## config.mk

```make
export PLATFORM = sky130hd
export DESIGN_NAME = ball_mover
export DESIGN_NICKNAME = d
export VERILOG_FILES = /design/src/rtl/ball_mover.sv
export SDC_FILE = /design/constraint.sdc
export NUM_CORES = 1
export LEC_CHECK = 0
export BUFFER_PORTS_ARGS = -buffer_cell sky130_fd_sc_hd__buf_2
export CORE_UTILIZATION = 55
export CTS_BUF_LIST = sky130_fd_sc_hd__clkbuf_2
export CTS_CLUSTER_SIZE = 25
export DETAILED_ROUTE_END_ITERATION = 12
export GPL_TIMING_DRIVEN = 0
export PLACE_DENSITY = 0.79
export SETUP_SLACK_MARGIN = 0.4
export SKIP_LAST_GASP = 1
export SYNTH_ARGS = -nofsm -noshare
export SYNTH_HDL_FRONTEND = slang
export SYNTH_SLANG_ARGS = --single-unit
```

## constraint.sdc

```tcl
create_clock -name clk -period 2.4 [get_ports clk]
set_clock_uncertainty 0.2 [all_clocks]
set_input_delay 0.12 -clock clk [delete_from_list [all_inputs] [get_ports clk]]
set_output_delay 0.12 -clock clk [all_outputs]
set_load 0.01 [all_outputs]
```

## src/rtl/ball_mover.sv

```systemverilog
// Ball position engine: samples tilt per axis on a divided update tick and
// walks the ball one pixel at a time, checking each target pixel against the
// maze map over a request/acknowledge port. X always resolves before Y.
module ball_mover #(
  parameter int CLK_FREQUENCY_HZ       = 100000000,
  parameter int UPDATE_FREQUENCY_HZ    = 5,
  parameter int CNTR_WIDTH             = 32,
  parameter int COORD_WIDTH            = 8,
  parameter int X_MAX                  = 127,
  parameter int Y_MAX                  = 127,
  parameter int X_START                = 0,
  parameter int Y_START                = 0,
  parameter int SPEED_WIDTH            = 2,
  parameter int SIMULATE               = 0,
  parameter int SIMULATE_FREQUENCY_CNT = 5
) (
  input  logic                   clk,
  input  logic                   reset,
  input  logic                   x_increment,
  input  logic                   x_decrement,
  input  logic                   y_increment,
  input  logic                   y_decrement,
  input  logic [SPEED_WIDTH-1:0] x_speed,
  input  logic [SPEED_WIDTH-1:0] y_speed,
  output logic                   map_rd_req,
  output logic [COORD_WIDTH-1:0] map_addr_x,
  output logic [COORD_WIDTH-1:0] map_addr_y,
  input  logic                   map_rd_ack,
  input  logic                   map_blocked,
  output logic [COORD_WIDTH-1:0] x_out,
  output logic [COORD_WIDTH-1:0] y_out,
  output logic                   busy,
  output logic                   hit_wall,
  output logic                   tick_missed
);

  localparam logic [CNTR_WIDTH-1:0] TOP_CNT = (SIMULATE != 0) ?
    CNTR_WIDTH'(SIMULATE_FREQUENCY_CNT) :
    CNTR_WIDTH'(CLK_FREQUENCY_HZ / UPDATE_FREQUENCY_HZ - 1);
  localparam logic [COORD_WIDTH-1:0] X_MAX_C   = COORD_WIDTH'(X_MAX);
  localparam logic [COORD_WIDTH-1:0] Y_MAX_C   = COORD_WIDTH'(Y_MAX);
  localparam logic [COORD_WIDTH-1:0] X_START_C = COORD_WIDTH'(X_START);
  localparam logic [COORD_WIDTH-1:0] Y_START_C = COORD_WIDTH'(Y_START);
  localparam logic [SPEED_WIDTH-1:0] SPD_ONE   = SPEED_WIDTH'(1);

  typedef enum logic [2:0] {S_IDLE, S_REQ_X, S_WAIT_X, S_REQ_Y, S_WAIT_Y} state_t;

  logic [CNTR_WIDTH-1:0]  r_cnt;
  logic                   r_tick;
  state_t                 r_state, w_state_nxt;
  logic [COORD_WIDTH-1:0] r_x, r_y, w_x_nxt, w_y_nxt;
  logic [SPEED_WIDTH-1:0] r_xcnt, r_ycnt, w_xcnt_nxt, w_ycnt_nxt;
  logic                   r_xneg, r_yneg, w_xneg_nxt, w_yneg_nxt;
  logic                   r_req, w_req_nxt;
  logic [COORD_WIDTH-1:0] r_addr_x, r_addr_y, w_addr_x_nxt, w_addr_y_nxt;
  logic                   r_busy, w_busy_nxt;
  logic                   r_hit, w_hit_nxt;
  logic                   r_tmiss, w_tmiss_nxt;

  // Candidate pixels and edge-of-field checks, evaluated before any add so
  // the position can never wrap.
  logic [COORD_WIDTH-1:0] w_xcand, w_ycand;
  logic                   w_xoob, w_yoob;
  logic [SPEED_WIDTH-1:0] w_xcnt_dec, w_ycnt_dec;

  assign w_xcand    = r_xneg ? r_x - 1'b1 : r_x + 1'b1;
  assign w_ycand    = r_yneg ? r_y - 1'b1 : r_y + 1'b1;
  assign w_xoob     = r_xneg ? (r_x == '0) : (r_x >= X_MAX_C);
  assign w_yoob     = r_yneg ? (r_y == '0) : (r_y >= Y_MAX_C);
  assign w_xcnt_dec = r_xcnt - SPD_ONE;
  assign w_ycnt_dec = r_ycnt - SPD_ONE;

  // Update divider: one-cycle registered tick at terminal count.
  always_ff @(posedge clk) begin
    if (reset) begin
      r_cnt  <= '0;
      r_tick <= 1'b0;
    end else if (r_cnt == TOP_CNT) begin
      r_cnt  <= '0;
      r_tick <= 1'b1;
    end else begin
      r_cnt  <= r_cnt + 1'b1;
      r_tick <= 1'b0;
    end
  end

  // FSM state and all registered outputs/datapath.
  always_ff @(posedge clk) begin
    if (reset) begin
      r_state  <= S_IDLE;
      r_x      <= X_START_C;
      r_y      <= Y_START_C;
      r_xcnt   <= '0;
      r_ycnt   <= '0;
      r_xneg   <= 1'b0;
      r_yneg   <= 1'b0;
      r_req    <= 1'b0;
      r_addr_x <= '0;
      r_addr_y <= '0;
      r_busy   <= 1'b0;
      r_hit    <= 1'b0;
      r_tmiss  <= 1'b0;
    end else begin
      r_state  <= w_state_nxt;
      r_x      <= w_x_nxt;
      r_y      <= w_y_nxt;
      r_xcnt   <= w_xcnt_nxt;
      r_ycnt   <= w_ycnt_nxt;
      r_xneg   <= w_xneg_nxt;
      r_yneg   <= w_yneg_nxt;
      r_req    <= w_req_nxt;
      r_addr_x <= w_addr_x_nxt;
      r_addr_y <= w_addr_y_nxt;
      r_busy   <= w_busy_nxt;
      r_hit    <= w_hit_nxt;
      r_tmiss  <= w_tmiss_nxt;
    end
  end

  // Next-state and next-output decode; acks are only honoured in WAIT states.
  always_comb begin
    w_state_nxt  = r_state;
    w_x_nxt      = r_x;
    w_y_nxt      = r_y;
    w_xcnt_nxt   = r_xcnt;
    w_ycnt_nxt   = r_ycnt;
    w_xneg_nxt   = r_xneg;
    w_yneg_nxt   = r_yneg;
    w_req_nxt    = r_req;
    w_addr_x_nxt = r_addr_x;
    w_addr_y_nxt = r_addr_y;
    w_hit_nxt    = 1'b0;
    w_tmiss_nxt  = 1'b0;
    case (r_state)
      S_IDLE: begin
        if (r_tick) begin
          w_xcnt_nxt = (x_increment ^ x_decrement) ? x_speed : '0;
          w_ycnt_nxt = (y_increment ^ y_decrement) ? y_speed : '0;
          w_xneg_nxt = x_decrement;
          w_yneg_nxt = y_decrement;
          if (w_xcnt_nxt != '0)      w_state_nxt = S_REQ_X;
          else if (w_ycnt_nxt != '0) w_state_nxt = S_REQ_Y;
        end
      end
      S_REQ_X: begin
        if (w_xoob) begin
          w_hit_nxt   = 1'b1;
          w_xcnt_nxt  = '0;
          w_state_nxt = (r_ycnt != '0) ? S_REQ_Y : S_IDLE;
        end else begin
          w_addr_x_nxt = w_xcand;
          w_addr_y_nxt = r_y;
          w_req_nxt    = 1'b1;
          w_state_nxt  = S_WAIT_X;
        end
      end
      S_WAIT_X: begin
        if (map_rd_ack) begin
          w_req_nxt = 1'b0;
          if (map_blocked) begin
            w_hit_nxt   = 1'b1;
            w_xcnt_nxt  = '0;
            w_state_nxt = (r_ycnt != '0) ? S_REQ_Y : S_IDLE;
          end else begin
            w_x_nxt     = r_addr_x;
            w_xcnt_nxt  = w_xcnt_dec;
            w_state_nxt = (w_xcnt_dec != '0) ? S_REQ_X :
                          (r_ycnt != '0)     ? S_REQ_Y : S_IDLE;
          end
        end
      end
      S_REQ_Y: begin
        if (w_yoob) begin
          w_hit_nxt   = 1'b1;
          w_ycnt_nxt  = '0;
          w_state_nxt = S_IDLE;
        end else begin
          w_addr_x_nxt = r_x;
          w_addr_y_nxt = w_ycand;
          w_req_nxt    = 1'b1;
          w_state_nxt  = S_WAIT_Y;
        end
      end
      S_WAIT_Y: begin
        if (map_rd_ack) begin
          w_req_nxt = 1'b0;
          if (map_blocked) begin
            w_hit_nxt   = 1'b1;
            w_ycnt_nxt  = '0;
            w_state_nxt = S_IDLE;
          end else begin
            w_y_nxt     = r_addr_y;
            w_ycnt_nxt  = w_ycnt_dec;
            w_state_nxt = (w_ycnt_dec != '0) ? S_REQ_Y : S_IDLE;
          end
        end
      end
      default: w_state_nxt = S_IDLE;
    endcase
    if (r_state != S_IDLE && r_tick) w_tmiss_nxt = 1'b1;
    w_busy_nxt = (w_state_nxt != S_IDLE);
  end

  assign map_rd_req  = r_req;
  assign map_addr_x  = r_addr_x;
  assign map_addr_y  = r_addr_y;
  assign x_out       = r_x;
  assign y_out       = r_y;
  assign busy        = r_busy;
  assign hit_wall    = r_hit;
  assign tick_missed = r_tmiss;

endmodule

```

Yosys cells after proc, flatten, opt, wreduce, memory -nomap -nowiden
Index checks and enable logic that the tools add are counted.

storage, ports and cells
  word-level logic and storage cells = 110
  output and inout bits = 36
  bits in latches = 0
  bits in writable memories = 0
  memories kept = 0
  bits in read-only memories = 0
  register bits after elaboration = 78
  input bits = 12

operators by class
  $add $sub $neg = 7
  divide/modulo/power cells = 0
  equality and inequality tests = 13
  multiplexer cells = 46
  bitwise operators = 3
  multiply operators = 0
  $lt $le $gt $ge = 2
  shifts and indexed selects = 0
  reductions and logical operators = 24

operator list
  kind                   count
  $mux 8                 6
  $add 32x1->32 const B  1
  $eq 32x25->1 const B   1
  $mux 2                 16
  $pmux 8 s2             2
  $mux 3                 6
  $add 8x1->8 const B    2
  $ge 8x7->1 const B     2
  $logic_not 8->1        2
  $sub 8x1->8 const B    2
  $pmux 3 s5             1
  $reduce_bool 3->1      5
  $ne 2x2->1 const B     7
  $pmux 2 s3             2
  $reduce_and 4->1       3
  $reduce_bool 2->1      6
  $mux 1                 11
  $reduce_and 3->1       3
  $eq 3x2->1 const B     2
  $pmux 1 s3             2
  $reduce_or 2->1        2
  $sub 2x1->2 const B    2
  $eq 3x1->1 const B     1
  $eq 3x3->1 const B     1
  6 further kinds        7

Longest topological paths before layout
Gate-level depths: netlist (run 1).

  depth in word-level cells = 8
  gate-level depth with buffers = 8
  depth with buffers taken out = 8

Worst setup path after synthesis (run 1)
OpenSTA, ideal clock, no wires.

  path kind = flip-flop to flip-flop
  start point = register r_y[0], in the netlist y_out[0]
  end point = register r_addr_y[6], in the netlist map_addr_y[6]
  path slack = 146 ps
  library setup time = 132 ps
  cell stages (with the launch flop) = 9
  clock period less this slack = 2254 ps
  required time = 2068 ps
  buffers on the path = 0
  arrival = 1923 ps
  cells stage by stage = dfxtp_1 -> inv_1 -> fa_1 -> nand2b_1 -> a21oi_1 -> o21ai_0 -> and4_1 -> a2111oi_0 -> nor3_1

on the way
  word-level cells in the longest chain between the ends = 4
  elaborated cells between the ends (all ways) = 10
  classes of those cells = 2 x add/sub; 1 x order compare; 1 x eq/ne; 4 x mux; 2 x reduce/logical

RTL lines
  item                                                   line    text
  start: declaration                                     51      logic [COORD_WIDTH-1:0] r_x, r_y, w_x_nxt, w_y_nxt;
  start signal: assignment                               106     r_y <= w_y_nxt;
  $add 8x1->8, or another cell as far along              67      assign w_ycand = r_yneg ? r_y - 1'b1 : r_y + 1'b1;
  $mux 8 / $mux 1 (equally long branches)                67, 69
  $mux 8 / $ne 2x2->1 (equally long branches)            -
  $pmux 8 s2 / $reduce_and 3->1 (equally long branches)  -
  end signal: assignment                                 113     r_addr_y <= w_addr_y_nxt;
  end: declaration                                       55      logic [COORD_WIDTH-1:0] r_addr_x, r_addr_y, w_addr_x_nxt, w_addr_y_nxt;

Several ways; a longest one is shown, not always the timed one. The select of a mux whose other input is x is not followed.
A chain may end at the register's enable or synchronous reset.

Final worst setup path (run 1)
  start point = register r_x[0], in the netlist x_out[0]
  end point = register r_addr_x[5], in the netlist map_addr_x[5]

on the way
  word-level cells in the longest chain between the ends = 4
  elaborated cells between the ends (all ways) = 10
  classes of those cells = 2 x add/sub; 1 x order compare; 1 x eq/ne; 4 x mux; 2 x reduce/logical

RTL lines
  item                                                   line    text
  start: declaration                                     51
  start signal: assignment                               105     r_x <= w_x_nxt;
  $add 8x1->8, or another cell as far along              66      assign w_xcand = r_xneg ? r_x - 1'b1 : r_x + 1'b1;
  $mux 8 / $mux 1 (equally long branches)                66, 68
  $mux 8 / $ne 2x2->1 (equally long branches)            -
  $pmux 8 s2 / $reduce_and 3->1 (equally long branches)  -
  end signal: assignment                                 112     r_addr_x <= w_addr_x_nxt;
  end: declaration                                       55

Several ways; a longest one is shown, not always the timed one. The select of a mux whose other input is x is not followed.

==> results of run 1 <==
[layout make-up]
cell class                      count  area share [%]
Sequential cell                    78            28.2
Clock inverter                      5            1.28
Inverter                           13           0.832
Timing Repair Buffer              108            13.0
Multi-Input combinational cell    402            50.9
Buffer                             24            2.88
Tap cell                           99            2.11
Clock buffer                       10           0.854
[metrics by stage]
step	setup slack (ns)	hold WS [ns]	power, mW	utilization [%]
finish	0.0495	0.101	2.19	80.0
detailed placement	-0.157	0.207	1.40	62.9
CTS	0.188	0.0102	2.18	74.4
floorplan	0.382	0.0586	1.37	-
global placement	-0.0861	0.199	1.40	62.9
global route	-0.0443	0.0859	2.26	80.0
[registers in the layout (all words and copies together), names as in the netlist, 2 cells and up]
signal      flops
y_out           8
r_cnt          32
map_addr_y      8
r_xcnt          2
map_addr_x      8
x_out           8
r_state         3
r_ycnt          2
[timing repair]
item	4_1_cts	5_1_grt
hold buffers	10	0
cloned	1	2
endpoints found under the hold margin	19	0
gates resized for setup	94	62
pin swaps	23	32
buffers inserted	31	20
endpoints found under the setup margin	71	68
[worst register-to-register path: stages (launching register included)]
cell      delay, ns
dfxtp_4        0.42
or4_4          0.51
o21ai_2        0.22
and2_4         0.21
o31ai_4        0.09
buf_4          0.18
buf_8          0.14
buf_4          0.14
nor2_4         0.09
a311oi_2       0.05
[cells in the final DEF (no fill, tap or decap), drive strengths merged, types with 3 or more instances in the layout]
master / instances
or4: 5
nor3b: 3
and4: 5
buf: 106
nand4: 5
clkbuf: 26
nand2: 52
o21ai: 21
a2111oi: 3
a211oi: 16
nor2: 73
o21bai: 3
mux2i: 10
nand3b: 4
or3: 9
nor4b: 3
xnor2: 14
and2: 3
ha: 16
and3: 10
a311oi: 8
xor2: 22
dlygate4sd3: 10
nand3: 26
o211ai: 6
nand2b: 9
nor3: 10
a21o: 6
nor4: 7
a21oi: 36
dfxtp: 78
inv: 14
[where the power goes]
| part | total (mW) | internal, mW | switching [mW] |
|---|---|---|---|
| clock network | 0.804 | 0.340 | 0.464 |
| logic | 0.104 | 0.0401 | 0.0635 |
| registers | 1.29 | 1.28 | 0.00448 |
[logic make-up after synthesis]
group | Yosys count | synth area share (%)
muxes | 10 | 2.39
AOI/OAI and AO/OA | 108 | 16.5
DFF | 78 | 37.2
adders and majority gates | 18 | 5.73
buffers and inverters | 37 | 3.49
and+or+nand+nor | 230 | 27.1
xor gates and xnor gates | 36 | 7.52
[worst min path at each step]
stage / start / end / slack, ns / cells after the start
2_1_floorplan: x_decrement / r_xneg / 0.06 / 2
3_3_place_gp: x_decrement / r_xneg / 0.20 / 3
3_5_place_dp: x_decrement / r_xneg / 0.21 / 3
4_1_cts: x_increment / r_xcnt[0] / 0.01 / 5
5_1_grt: x_increment / r_xcnt[0] / 0.09 / 5
6_report: x_increment / r_xcnt[0] / 0.10 / 5
[layer usage]
layer  vias up  GRT usage [%]  part of all wire, %
met4         0           17.2                  5.4
met3        96           9.51                  9.6
li1       2081              -                    -
met2       316           52.9                   46
met5         -              0                    0
met1      2223           39.0                   39
==> impl_metrics.py, run 1 <==
metrics = {
    "outcome": {
        "status": "finished clean",
    },
    "worst_setup_path": {
        "reg2reg_from": "x_out[0]",
        "slowest_delay_ns": 0.51,
        "r2r_end": "map_addr_x[5]",
        "cp.arrival_ns": 2.61,
        "cp-start-kind": "register",
        "critical-path-top-delay-family": "simple AND/OR/NAND/NOR gates",
        "cp.depth": 9,
        "crit_end": "map_addr_x[5]",
        "end_kind": "register",
        "worstPathCellList": "or4_4 > o21ai_2 > and2_4 > o31ai_4 > buf_4 > buf_8 > buf_4 > nor2_4 > a311oi_2",
        "r2r_cells": 9,
        "critPathMostFrequentCell": "buf_4",
        "crit_path_max_fanout": 6,
        "critical_path_class": "register to register",
        "cp_num_buf_inv": 3,
        "critPathRequiredTime_ns": 2.66,
        "cp_slowest_cell": "or4_4",
        "startpoint": "x_out[0]",
        "reg2reg_slack_ns": 0.05,
    },
    "finish": {
        "fin_area_sq_um": 5860,
        "drive_above_1_share_pct": 36.9,
        "syn_to_final_growth_pct": 39.8,
        "layoutNonFillerInstCount": 739,
        "antennaDiodeCount": 0,
        "nFillCells": 411,
        "final-seq-area_sq_um": 1650,
        "fin_nets": 666,
        "multiInputGateArea_sq_um": 2980,
    },
    "synth": {
        "syn_inst": 517,
        "yosys-top-cells-count": "78 x dfxtp_1, 73 x nor2_1, 52 x nand2_1, 36 x a21oi_1, 25 x nand3_1",
        "yosys_warnings": 0,
        "synth.distinct_cells": 45,
        "syn_area_per_cell_sq_um": 8.11,
        "synth_edf_count": 0,
        "syn_nets": 547,
        "syn-cell-area_sq_um": 4200,
        "ys_ff_latch": 78,
        "synth_top_area_cell": "dfxtp_1",
        "synthMostInstantiatedCell": "dfxtp_1",
        "yosysTopAreaCellShare_pct": 37.2,
        "synth_area_leaders": "dfxtp_1 37%, nor2_1 6.5%, ha_1 4.8%",
        "seq_area_frac_synth_pct": 37.2,
        "async_flop_share_pct": 0,
        "synth_ff_type": "dfxtp_1",
    },
    "die": {
        "rows": 31,
        "dieHeight_um": 89.3,
        "initial_core_util_pct": 57.2,
        "die_x_um": 89.3,
        "die_area_sq_um": 7980,
        "core_sq_um": 7330,
        "pin_count": 48,
    },
    "drt": {
        "first_pass_iters": 6,
        "drc": 0,
        "wl_per_cell_um": 19.9,
        "final_antenna_net_count": 0,
        "routed_wl_um": 14700,
        "vias": 4716,
        "drtIter0Drc": 411,
        "vias_per_cell": 6.38,
    },
    "clocking": {
        "clockRootBuffer": "clkbuf_2",
        "cts_tree": "yes",
        "clock-sinks": 78,
        "clock_latency_ns": 0.57,
        "numCtsBuffers": 9,
        "cts.path.max_buffers": 2,
        "path_clk_slew_ns": 0.25,
        "htreeDepth": 3,
    },
    "timing": {
        "rsz0062_at_grt": "true",
        "period_needed_ns": 2.35,
        "slew_headroom_pct": 45.9,
        "setup_viol": 0,
        "hold_viol": 0,
        "worst_pin_slew_ns": 0.812,
        "fin_tns_setup_ns": 0,
        "clock.fmax_ghz": 0.425,
        "slew_viol_final": 0,
        "post-route-period-util_pct": 97.9,
    },
    "power": {
        "peakVddDrop_v": 0.000256,
        "p_leak_nw": 2.28,
        "pwr_density_cell_nw_per_um2": 374,
    },
    "grt": {
        "antenna_found_initial": 0,
        "grt_max_degree": 14,
        "grt_pass1_wl_um": 19700,
        "track_usage_pct": 32.6,
        "globalRouteOverflowTotal": 0,
        "grt_pass1_vias": 4152,
    },
    "placed_design": {
        "placedCellCount": 660,
        "port_buffers": 44,
        "hpwl_um": 7740,
        "placed_area_sq_um": 4610,
        "place_congestion": 0.873,
    },
    "min_path": {
        "hold_path_class": "input pin to register",
    },
    "flow_run": {
        "drv_cap": 0,
    },
}
No activity file was read; power rests on OpenSTA's default activity.
==> inputs of run 2 (changes only) <==
--- a/config.mk
+++ b/config.mk
@@ -5,8 +5,10 @@
 export SDC_FILE = /design/constraint.sdc
 export NUM_CORES = 1
 export LEC_CHECK = 0
+export ABC_AREA = 1
 export BUFFER_PORTS_ARGS = -buffer_cell sky130_fd_sc_hd__buf_2
-export CORE_UTILIZATION = 55
+export CAP_MARGIN = 20
+export CORE_UTILIZATION = 56
 export CTS_BUF_LIST = sky130_fd_sc_hd__clkbuf_2
 export CTS_CLUSTER_SIZE = 25
 export DETAILED_ROUTE_END_ITERATION = 12
==> impl_metrics.py, run 2 <==
metrics = {
    "power": {
        "peakVddDrop_v": 0.000272,
        "pwr_density_cell_nw_per_um2": 386,
        "p_leak_nw": 2.51,
    },
    "clocking": {
        "clock-sinks": 78,
        "path_clk_slew_ns": 0.27,
        "htreeDepth": 3,
        "cts_tree": "yes",
        "clock_latency_ns": 0.56,
        "numCtsBuffers": 9,
        "cts.path.max_buffers": 2,
        "clockRootBuffer": "clkbuf_2",
    },
    "synth": {
        "syn_area_per_cell_sq_um": 6.33,
        "synth_edf_count": 0,
        "synth_ff_type": "dfxtp_1",
        "ys_ff_latch": 78,
        "yosys-top-cells-count": "200 x nand2_1, 122 x nor2_1, 91 x inv_1, 78 x dfxtp_1, 51 x nand3_1",
        "async_flop_share_pct": 0,
        "seq_area_frac_synth_pct": 32.6,
        "synthMostInstantiatedCell": "nand2_1",
        "synth_area_leaders": "dfxtp_1 33%, nand2_1 16%, nor2_1 9.6%",
        "syn_inst": 756,
        "syn-cell-area_sq_um": 4790,
        "synth_top_area_cell": "dfxtp_1",
        "yosysTopAreaCellShare_pct": 32.6,
        "synth.distinct_cells": 37,
        "yosys_warnings": 0,
        "syn_nets": 786,
    },
    "placed_design": {
        "placed_area_sq_um": 5150,
        "hpwl_um": 9870,
        "port_buffers": 46,
        "post-place-ws_ns": 0.204,
        "place_congestion": 0.964,
    },
    "worst_setup_path": {
        "cp.arrival_ns": 2.19,
        "critPathMostFrequentCell": "nand2_1",
        "slowest_delay_ns": 0.48,
        "r2r_end": "map_addr_x[0]",
        "critical_path_class": "register to register",
        "startpoint": "x_out[3]",
        "r2r_cells": 10,
        "crit_path_max_fanout": 10,
        "reg2reg_slack_ns": 0.48,
        "reg2reg_from": "x_out[3]",
        "critPathRequiredTime_ns": 2.67,
        "end_kind": "register",
        "cp-start-kind": "register",
        "cp_slowest_cell": "dfxtp_1",
        "crit_end": "map_addr_x[0]",
        "worstPathCellList": "nand2_1 > nor2_1 > nand2_1 > nand2_1 > nand2_1 > nand3_4 > nand2_8 > buf_6 > o21ai_0 > nor2_1",
    },
    "finish": {
        "fin_nets": 867,
        "fin_area_sq_um": 5570,
        "drive_above_1_share_pct": 14.0,
        "final_common_cell": "nand2_1",
        "top_register": "r_cnt",
        "nFillCells": 761,
        "final-seq-area_sq_um": 1600,
        "multiInputGateArea_sq_um": 2800,
        "final_cell_mix": "198 x nand2_1, 121 x nor2_1, 90 x inv_1",
        "syn_to_final_growth_pct": 16.3,
        "antennaDiodeCount": 0,
        "largest_reg_flops": 32,
    },
    "grt": {
        "grt_pass1_wl_um": 21300,
        "antenna_found_initial": 0,
        "grt_max_degree": 15,
        "track_usage_pct": 30.9,
        "globalRouteOverflowTotal": 0,
        "grt_pass1_vias": 4695,
    },
    "drt": {
        "first_pass_iters": 6,
        "vias": 5171,
        "wl_met2_um": 6310,
        "drc": 0,
        "vias_per_cell": 5.46,
        "wl_met3_um": 906,
        "met1_length_um": 5810,
        "highest_layer": "met4",
        "routed_wl_um": 13400,
        "final_antenna_net_count": 0,
        "wl_per_cell_um": 14.1,
        "drtIter0Drc": 283,
    },
    "timing": {
        "slew_headroom_pct": 64.4,
        "final.setup.worst_slack_ns": 0.478,
        "fin_tns_setup_ns": 0,
        "slew_viol_final": 0,
        "post-route-period-util_pct": 80.1,
        "hold_viol": 0,
        "clock.fmax_ghz": 0.520,
        "period_needed_ns": 1.92,
        "worst_pin_slew_ns": 0.534,
        "rsz0062_at_grt": "true",
        "setup_viol": 0,
    },
    "die": {
        "core_sq_um": 8260,
        "die_area_sq_um": 8920,
        "initial_core_util_pct": 58.0,
        "pin_count": 48,
        "die_x_um": 94.4,
        "dieHeight_um": 94.4,
        "rows": 33,
    },
    "min_path": {
        "hold_path_class": "input pin to register",
    },
    "flow_run": {
        "drv_cap": 0,
    },
    "outcome": {
        "status": "finished clean",
    },
}
[run 2: cell types whose count changed in the layout (fill, tap and decap cells not counted), moves of 13 or more]
cell     change
nand2_1    +147
inv_1       +77
nor2_1      +55
buf_4       -36
nand3_1     +29
o21ai_0     +28
dfxtp_1     +23
a21oi_1     +14
dfxtp_2     -13
[run 2: repair_timing]
action,CTS,global route
gates resized for setup,9,26
pin swaps,0,3
endpoints found under the hold margin,22,0
endpoints found under the setup margin,41,49
hold buffers,13,0
setup buffers,0,11
[run 2: layer usage]
layer  track usage, %  up-vias
met2             50.6      205
met4             17.1        0
met3             4.27       43
li1                 -     2599
met1             39.0     2324
met5                0        -
[run 2: cells by family (layout without fill, tap and decap cells)]
family          Yosys count  count (layout)  share of synthesized area, %
xor+xnor                 15              15                          2.74
buf+inv                 110             196                          9.78
simple gates            432             432                          38.8
fa+ha+maj                18              18                          5.02
flops                    78              78                          32.6
compound gates          103             103                          11.0
[run 2: final cells by class]
type	count	area share [%]
Timing Repair Buffer	70	7.91
Tap cell	105	2.36
Multi-Input combinational cell	568	50.4
Sequential cell	78	28.7
Clock buffer	9	0.809
Clock inverter	7	1.30
Inverter	95	6.54
Buffer	15	2.00
[run 2: worst max-delay path, delay by kind of cell, from the launching register on]
family | cells | cell delay (ns)
AOI/OAI and AO/OA | 1 | 0.19
DFF | 1 | 0.48
buffers and inverters | 1 | 0.16
and+or+nand+nor | 8 | 0.79
[run 2: worst min path at each step]
stage / startpoint / endpoint / slack [ns] / cells past startpoint
2_1_floorplan: x_decrement / r_xneg / 0.11 / 2
5_1_grt: x_increment / r_state[0] / 0.17 / 9
6_report: x_increment / r_state[1] / 0.06 / 10
4_1_cts: x_increment / r_state[1] / 0.05 / 10
3_5_place_dp: x_decrement / r_xneg / 0.26 / 3
3_3_place_gp: x_decrement / r_xneg / 0.24 / 3
[run 2: report_power, final]
group	switching (mW)	total, mW	internal (mW)
sequential	0.00437	1.30	1.30
clock	0.511	0.756	0.245
combinational	0.0545	0.0935	0.0391
[run 2: through the flow]
stage,power [mW],utilization (%),instances,hold WS [ns]
3_3_place_gp,1.40,62.3,907,0.244
6_report,2.15,67.4,947,0.0633
3_5_place_dp,1.40,62.3,907,0.260
5_1_grt,2.23,67.4,947,0.172
2_1_floorplan,1.37,-,756,0.111
4_1_cts,2.15,65.6,936,0.0539
